===== config.mk =====
export PLATFORM = sky130hd
export DESIGN_NAME = m2v_blkwr
export DESIGN_NICKNAME = d
export VERILOG_FILES = /design/src/rtl/m2v_blkwr.sv
export SDC_FILE = /design/constraint.sdc
export NUM_CORES = 1
export LEC_CHECK = 0
export CORE_UTILIZATION = 50
export DETAILED_ROUTE_END_ITERATION = 10
export PLACE_DENSITY = 0.8
export REMOVE_ABC_BUFFERS = 1
export SLEW_MARGIN = 30
export SYNTH_ARGS = -nofsm -noshare
export SYNTH_HDL_FRONTEND = slang
export SYNTH_SLANG_ARGS = --single-unit

===== constraint.sdc =====
create_clock -name clk -period 2 [get_ports clk]
set_input_delay 0.3 -clock clk [delete_from_list [all_inputs] [get_ports clk]]
set_output_delay 0.3 -clock clk [all_outputs]
set_load 0.02 [all_outputs]

===== src/rtl/m2v_blkwr.sv =====
// m2v_blkwr: stage-3 block sequencer and frame-memory writer.
// Pulses block_start, reads the latched block position, then turns the
// 64 raster-ordered pixels of an 8x8 block into frame-memory writes
// across the luma, Cb and Cr planes (4:2:0).
module m2v_blkwr #(
    parameter int unsigned MBX_WIDTH  = 6,
    parameter int unsigned MBY_WIDTH  = 5,
    parameter int unsigned ADDR_WIDTH = MBX_WIDTH + MBY_WIDTH + 9
) (
    input  logic                  clk,
    input  logic                  reset_n,
    input  logic                  s2_avail,
    output logic                  block_start,
    input  logic [MBX_WIDTH-1:0]  s3_mb_x,
    input  logic [MBY_WIDTH-1:0]  s3_mb_y,
    input  logic [2:0]            s3_block,
    input  logic                  s3_enable,
    input  logic [7:0]            pix_data,
    input  logic                  pix_valid,
    output logic                  pix_ready,
    output logic                  wr_en,
    output logic [ADDR_WIDTH-1:0] wr_addr,
    output logic [7:0]            wr_data,
    output logic                  blk_done
);

    // Row shifts: luma stride is 2^(MBX_WIDTH+4), chroma stride is half that.
    localparam int unsigned LUMA_SHIFT   = MBX_WIDTH + 4;
    localparam int unsigned CHROMA_SHIFT = MBX_WIDTH + 3;
    localparam int unsigned PLANE_SHIFT  = MBX_WIDTH + MBY_WIDTH + 8;

    // Cb plane follows the full luma plane; Cr follows a quarter-size Cb plane.
    localparam logic [ADDR_WIDTH-1:0] CB_BASE = ADDR_WIDTH'(1) << PLANE_SHIFT;
    localparam logic [ADDR_WIDTH-1:0] CR_BASE = CB_BASE + (CB_BASE >> 2);

    typedef enum logic [2:0] {
        ST_IDLE,
        ST_START,
        ST_LOAD,
        ST_RUN,
        ST_DONE
    } state_t;

    state_t                  state_q;
    logic [ADDR_WIDTH-1:0]   base_q;
    logic                    chroma_q;
    logic [5:0]              cnt_q;

    logic [ADDR_WIDTH-1:0]   mbx_a;
    logic [ADDR_WIDTH-1:0]   mby_a;
    logic [ADDR_WIDTH-1:0]   luma_y;
    logic [ADDR_WIDTH-1:0]   luma_x;
    logic [ADDR_WIDTH-1:0]   luma_base;
    logic [ADDR_WIDTH-1:0]   chroma_base;
    logic [ADDR_WIDTH-1:0]   row_off;
    logic [ADDR_WIDTH-1:0]   pix_addr;
    logic                    skip_blk;

    // Block base address from the latched macroblock position and block index.
    assign mbx_a       = ADDR_WIDTH'(s3_mb_x);
    assign mby_a       = ADDR_WIDTH'(s3_mb_y);
    assign luma_y      = (mby_a << 4) + (ADDR_WIDTH'(s3_block[1]) << 3);
    assign luma_x      = (mbx_a << 4) + (ADDR_WIDTH'(s3_block[0]) << 3);
    assign luma_base   = (luma_y << LUMA_SHIFT) + luma_x;
    assign chroma_base = (s3_block[0] ? CR_BASE : CB_BASE)
                       + ((mby_a << 3) << CHROMA_SHIFT) + (mbx_a << 3);
    assign skip_blk    = !s3_enable || (s3_block > 3'd5);

    // Address of the pixel currently being accepted: base + row*stride + col.
    assign row_off  = chroma_q ? (ADDR_WIDTH'(cnt_q[5:3]) << CHROMA_SHIFT)
                               : (ADDR_WIDTH'(cnt_q[5:3]) << LUMA_SHIFT);
    assign pix_addr = base_q + row_off + ADDR_WIDTH'(cnt_q[2:0]);

    // Block sequencer with registered strobes and write port.
    always_ff @(posedge clk or negedge reset_n) begin
        if (!reset_n) begin
            state_q     <= ST_IDLE;
            base_q      <= '0;
            chroma_q    <= 1'b0;
            cnt_q       <= '0;
            block_start <= 1'b0;
            pix_ready   <= 1'b0;
            wr_en       <= 1'b0;
            wr_addr     <= '0;
            wr_data     <= '0;
            blk_done    <= 1'b0;
        end else begin
            block_start <= 1'b0;
            blk_done    <= 1'b0;
            wr_en       <= 1'b0;
            unique case (state_q)
                ST_IDLE: begin
                    if (s2_avail) begin
                        state_q     <= ST_START;
                        block_start <= 1'b1;
                    end
                end
                ST_START: begin
                    state_q <= ST_LOAD;
                end
                ST_LOAD: begin
                    base_q   <= s3_block[2] ? chroma_base : luma_base;
                    chroma_q <= s3_block[2];
                    cnt_q    <= '0;
                    if (skip_blk) begin
                        state_q  <= ST_DONE;
                        blk_done <= 1'b1;
                    end else begin
                        state_q   <= ST_RUN;
                        pix_ready <= 1'b1;
                    end
                end
                ST_RUN: begin
                    if (pix_valid) begin
                        wr_en   <= 1'b1;
                        wr_addr <= pix_addr;
                        wr_data <= pix_data;
                        cnt_q   <= cnt_q + 6'd1;
                        if (cnt_q == 6'd63) begin
                            state_q   <= ST_DONE;
                            pix_ready <= 1'b0;
                            blk_done  <= 1'b1;
                        end
                    end
                end
                ST_DONE: begin
                    state_q <= ST_IDLE;
                end
                default: begin
                    state_q <= ST_IDLE;
                end
            endcase
        end
    end

endmodule


### Word-level counts from Yosys, hierarchy flattened

Cells that the tools add are included.

| storage, ports and cells | value |
|---|---|
| register bits after elaboration | 62 |
| input port bits | 27 |
| output and inout bits | 32 |
| word-level logic and storage cells | 57 |

| operators by class | value |
|---|---|
| add/subtract/negate cells | 8 |
| $lt $le $gt $ge | 1 |
| eq/ne operators | 8 |
| muxes and demuxes | 22 |
| reductions and logical operators | 8 |

Operator list:

| operator | count |
|---|---|
| $add A20 B11 Y20 | 1 |
| $add A20 B13 Y20 | 1 |
| $add A20 B17 Y20 | 1 |
| $add A20 B3 Y20 | 1 |
| $add A20 B9 Y20 | 1 |
| $mux W20 | 1 |
| $mux W18 | 1 |
| $mux W13 | 1 |
| $mux W3 | 4 |
| $pmux W3 S4 | 1 |
| $pmux W6 S2 | 1 |
| $add A10 B4 Y11 | 1 |
| $add A9 B4 Y10 | 1 |
| $mux W1 | 10 |
| $ne A2 B2 Y1 const B | 4 |
| $add A6 B1 Y6 const B | 1 |
| $eq A3 B2 Y1 const B | 2 |
| $eq A6 B6 Y1 const B | 1 |
| $mux W6 | 1 |
| $pmux W1 S2 | 2 |
| $reduce_and A2 Y1 | 2 |
| $reduce_and A4 Y1 | 1 |
| $eq A3 B1 Y1 const B | 1 |
| $gt A3 B3 Y1 const B | 1 |
| 5 further kinds | 5 |

### Logic depth before layout (Yosys ltp)

| logic depth | value |
|---|---|
| depth in word-level cells | 4 |
| mapped depth | 7 |
| gate-level depth less buffers | 6 |

### Least setup slack after synthesis

OpenSTA, ideal clock, no wires.

| timing path | value |
|---|---|
| kind | register -> register |
| from | register base_q[19] (netlist name) |
| to | register wr_addr[17] |
| library setup time | 0.124 ns |
| arrival time | 1.680 ns |
| data required time | 1.876 ns |
| path slack | 0.196 ns |
| cell stages (with the launch flop) | 7 |
| path buffers | 1 |
| period minus slack after synthesis | 1.804 ns |
| cell sequence | dfrtp_1 > buf_6 > and2b_1 > ha_1 > a31oi_4 > o311a_1 > a211o_1 |

RTL lines:

| what | line | text |
|---|---|---|
| to (signal assigned) | 116 | `wr_addr <= pix_addr;` |
| to (decl) | 22 | `output logic [ADDR_WIDTH-1:0] wr_addr,` |

### Worst setup path in the final report

| timing path | value |
|---|---|
| from | register cnt_q[3] |
| to | register wr_addr[17] |

| on the way | value |
|---|---|
| word-level cells in the longest chain between the ends | 3 |

Ends and longest elaborated chain:

| what | line | text |
|---|---|---|
| from (decl) | 47 | `logic [5:0] cnt_q;` |
| from (signal assigned) | 118 | `cnt_q <= cnt_q + 6'd1;` |
| $mux W13 | 70 | `assign row_off = chroma_q ? (ADDR_WIDTH'(cnt_q[5:3]) << CHROMA_SHIFT)` |
| $add A20 B13 Y20 | 72 | `assign pix_addr = base_q + row_off + ADDR_WIDTH'(cnt_q[2:0]);` |
| $add A20 B3 Y20 | 72 |  |

Every way passes these cells.
A chain may end at the register's enable or synchronous reset.

==> implementation parameters <==
Parameter                              Value

Timing
  Worst Skew    between 0.002 and 0.0025 ns
  Final total negative setup slack    0 ns
  Worst-case hold slack    0.475 ns
  Slew HR    50.7%
  Final hold violations    0
  Unrepaired setup endpoints after global routing    false
  Pins Over Slew Limit    0
  F_max    roughly 0.54 GHz
  Share of the clock period used by the worst path after layout    93.3%
  Finish-stage setup viols    0
  Final period demand of the worst path    1.87 ns
  Transition time of the tightest slew-check pin    0.737 ns

Power and ir drop
  Clock network fraction of design power    14.7%
  Flop pwr share    45.1%
  Comb pwr share    40.2%
  Net switching fraction of the power    38.2%
  Net switching power    0.00163 W
  Power Density    between 1000 and 1500 nW/um^2
  Static leakage    between 1.5 and 2 nW
  Peak ir drop on the vdd network    0.826 mV
  Internal power consumption    0.00264 W

Drt
  Drt first pass iters    4
  Total via count in the routed design    2089
  Routed wire length    5.42 mm
  Vias per inst    5.24
  DRC violations left    0
  Detail Route Antenna Nets    0
  DR WL/cell    13.6 um
  Drt first-iter violations    between 100 and 150

CTS
  Clock-pin transition on the worst setup and hold timing paths    0.09 ns
  CTS max path bufs    2
  Worst skew pair latency    ~0.31 ns
  Root Driver    sky130_fd_sc_hd__clkbuf_8
  Number of clock sinks seen by CTS    56
  Num CTS Buffers    5
  CTS tree    done
  Post-CTS Repair Setup Buffers    0
  H-tree depth    2

Logic synthesis
  Post-synth cell types    39
  Total of warnings raised by yosys    0
  Fraction of the yosys area taken by sequential cells    53.4%
  Number of synthesized register bits    56
  Cell area after technology mapping    approximately 2600 um^2
  Count of mapped cells out of synthesis    272
  Average cell area after synthesis    9.65 um^2

Placed design
  IO buf count    58
  HPWL after detailed placement    3.82 mm
  Total instance count after detailed placement    390
  Routability Congestion    0.784

Floorplan
  Placeable Area    between 5000 and 6000 um^2
  Starting Density    between 50% and 60%
  Y dimension of the die    74.4 um
  FP Rows    26
  Total die area    5540 um^2
  Die width    roughly 74 um
  # IOs    59

Setup path
  Max Fanout on Critical Path    6
  Class of the most critical setup path    register to register
  Worst Setup End Kind    register
  Crit path arrival time    2.07 ns
  R2r setup slk    0.13 ns
  Worst setup SP type    register
  Required time reported for the critical path endpoint    2.20 ns

Layout
  Final-stage net count    between 300 and 400
  Layout overhead on the synthesized area    28.4%
  Layout fillers    444
  Fin cells    ~400
  Count of inserted antenna diode cells    0
  Storage cell area    1400 um^2
  Multi-input combinational cell area    roughly 1100 um^2
  Fraction of final layout cells with drive strength greater than 1    6.69%

GRT
  Global-route usage over all layers    21.6%
  Number of antenna violations at the first check in global routing    0
  Number of global-route vias before repair    roughly 2000
  Wire length of the first global-routing pass    roughly 9 mm
  Overflow left after global routing    0
  Largest net degree at the start of global routing    39

Status
  Status    completed

Hold path
  Type of the worst min-delay path    register to register

Run
  Number of max-cap violations    0
==> through the flow <==
stage          area, um^2  util [%]  power [W]  setup WS [ns]
3_5_place_dp         3270      64.4    0.00367         0.0926
6_report             3370      66.4    0.00427          0.134
4_1_cts              3370      66.3    0.00431         0.0638
3_3_place_gp         3270      64.4    0.00361          0.184
2_1_floorplan        2550         -    0.00283         -0.700
5_1_grt              3370      66.4    0.00458         0.0461
==> flip-flops by register name, indices dropped and copies added (netlist names) <==
signal,flops
blk_done,1
wr_en,1
base_q,15
pix_ready,1
block_start,1
wr_addr,20
cnt_q,6
state_q,3
wr_data,8
==> synth_stat cells, drive strengths merged <==
library cell  instances  area (um^2)
clkbuf                7         26.3
nor3b                 3         22.5
nand3b                3         22.5
a41oi                 1         16.3
a22oi                 1         7.51
a211o                 1         8.76
a21boi                1         7.51
a31oi                 1         21.3
inv                   3         11.3
a22o                  1         8.76
mux2                  5         60.1
mux2i                14          140
a21oi                 3         15.0
and2b                 1         7.51
or2                   1         6.26
dfrtp                56         1400
and2                  5         31.3
nand3                10         50.1
nor2                  6         22.5
nand4                 2         12.5
nand2b                1         6.26
a311oi                1         8.76
o21ai                20          100
buf                   9         51.3
o311a                 1         10.0
ha                    4         50.1
a211oi                2         15.0
nor4                  2         12.5
nor2b                 1         6.26
xor2                  2         17.5
nand2                90          338
xnor2                 5         43.8
and3                  1         6.26
nor3                  3         15.0
nor4b                 2         17.5
and4                  2         17.5
nand4b                1         8.76
==> critical path, stage by stage (launching register included) <==
cell and delay [ns]:
sky130_fd_sc_hd__dfrtp_1 0.45, sky130_fd_sc_hd__and2_1 0.16, sky130_fd_sc_hd__ha_1 0.20, sky130_fd_sc_hd__ha_1 0.25, sky130_fd_sc_hd__a31oi_4 0.10, sky130_fd_sc_hd__o311a_1 0.33
sky130_fd_sc_hd__a211o_1 0.26
==> cell usage in the layout, fill, tap and decap left out, types with 2 or more instances in the layout <==
cell and instances:
sky130_fd_sc_hd__and2_1 5, sky130_fd_sc_hd__nand4_1 2, sky130_fd_sc_hd__clkdlybuf4s50_1 57, sky130_fd_sc_hd__and4_1 2, sky130_fd_sc_hd__ha_1 4, sky130_fd_sc_hd__o21ai_0 20, sky130_fd_sc_hd__xor2_1 2, sky130_fd_sc_hd__inv_1 3
sky130_fd_sc_hd__nor4b_1 2, sky130_fd_sc_hd__nand3_1 10, sky130_fd_sc_hd__nor3b_1 3, sky130_fd_sc_hd__nand2_1 90, sky130_fd_sc_hd__clkbuf_1 2, sky130_fd_sc_hd__nor3_1 3, sky130_fd_sc_hd__a211oi_1 2, sky130_fd_sc_hd__mux2_2 4
sky130_fd_sc_hd__mux2i_1 14, sky130_fd_sc_hd__clkbuf_8 6, sky130_fd_sc_hd__nor4_1 2, sky130_fd_sc_hd__nor2_1 6, sky130_fd_sc_hd__a21oi_1 3, sky130_fd_sc_hd__buf_4 5, sky130_fd_sc_hd__dfrtp_1 55, sky130_fd_sc_hd__xnor2_1 5
sky130_fd_sc_hd__nand3b_1 3
==> worst paths after layout <==
path	from	endpoint	cells after the start
setup / recovery	cnt_q[3]	wr_addr[17]	6
hold / removal	base_q[4]	wr_addr[4]	2
setup reg to reg	cnt_q[3]	wr_addr[17]	6
hold reg to reg	base_q[4]	wr_addr[4]	2
max in group asynchronous	reset_n	base_q[19]	3
min in group asynchronous	reset_n	block_start	2
==> power by group through the flow <==
stage | clock [W] | sequential (W) | combinational (W)
3_3_place_gp | 0 | 0.00192 | 0.00169
3_5_place_dp | 0 | 0.00194 | 0.00173
2_1_floorplan | 0 | 0.00219 | 0.000645
6_report | 0.000628 | 0.00192 | 0.00172
5_1_grt | 0.000691 | 0.00199 | 0.00190
4_1_cts | 0.000651 | 0.00192 | 0.00174
==> per-layer routing <==
| layer | track usage [%] | wire length [um] | part of all wire, % | vias to the layer above |
|---|---|---|---|---|
| li1 | - | - | - | 1022 |
| met3 | 4.47 | 249 | 4.6 | 6 |
| met2 | 34.1 | 2590 | 48 | 58 |
| met4 | 7.13 | 62 | 1.1 | 0 |
| met1 | 30.0 | 2520 | 46 | 1003 |
| met5 | 0 | 0 | 0 | - |
==> timing repair <==
item	in CTS	in global routing
resized for setup	0	1
endpoints found under the hold margin	23	0
setup endpoints to repair	0	1
hold buffers	1	0
==> cell type report <==
class	instances	share of cell area [%]
flip-flops and latches	56	41.6
multi-input cells	197	33.7
repair buffers	65	19.1
clock buffers	8	2.67
well taps	70	2.60
inverters	3	0.334
==> cells by family (layout without fill, tap and decap cells) <==
family                     Yosys count  after routing  share of synthesized area, %
AOI/OAI and AO/OA                   33             33                          8.35
xor gates and xnor gates             7              7                          2.34
adders and majority gates            4              4                          1.91
buffers and inverters               19             76                          3.39
DFF                                 56             56                          53.4
muxes                               19             19                          7.63
and+or+nand+nor                    134            134                          23.0
Power figures use the tool's default switching activity.
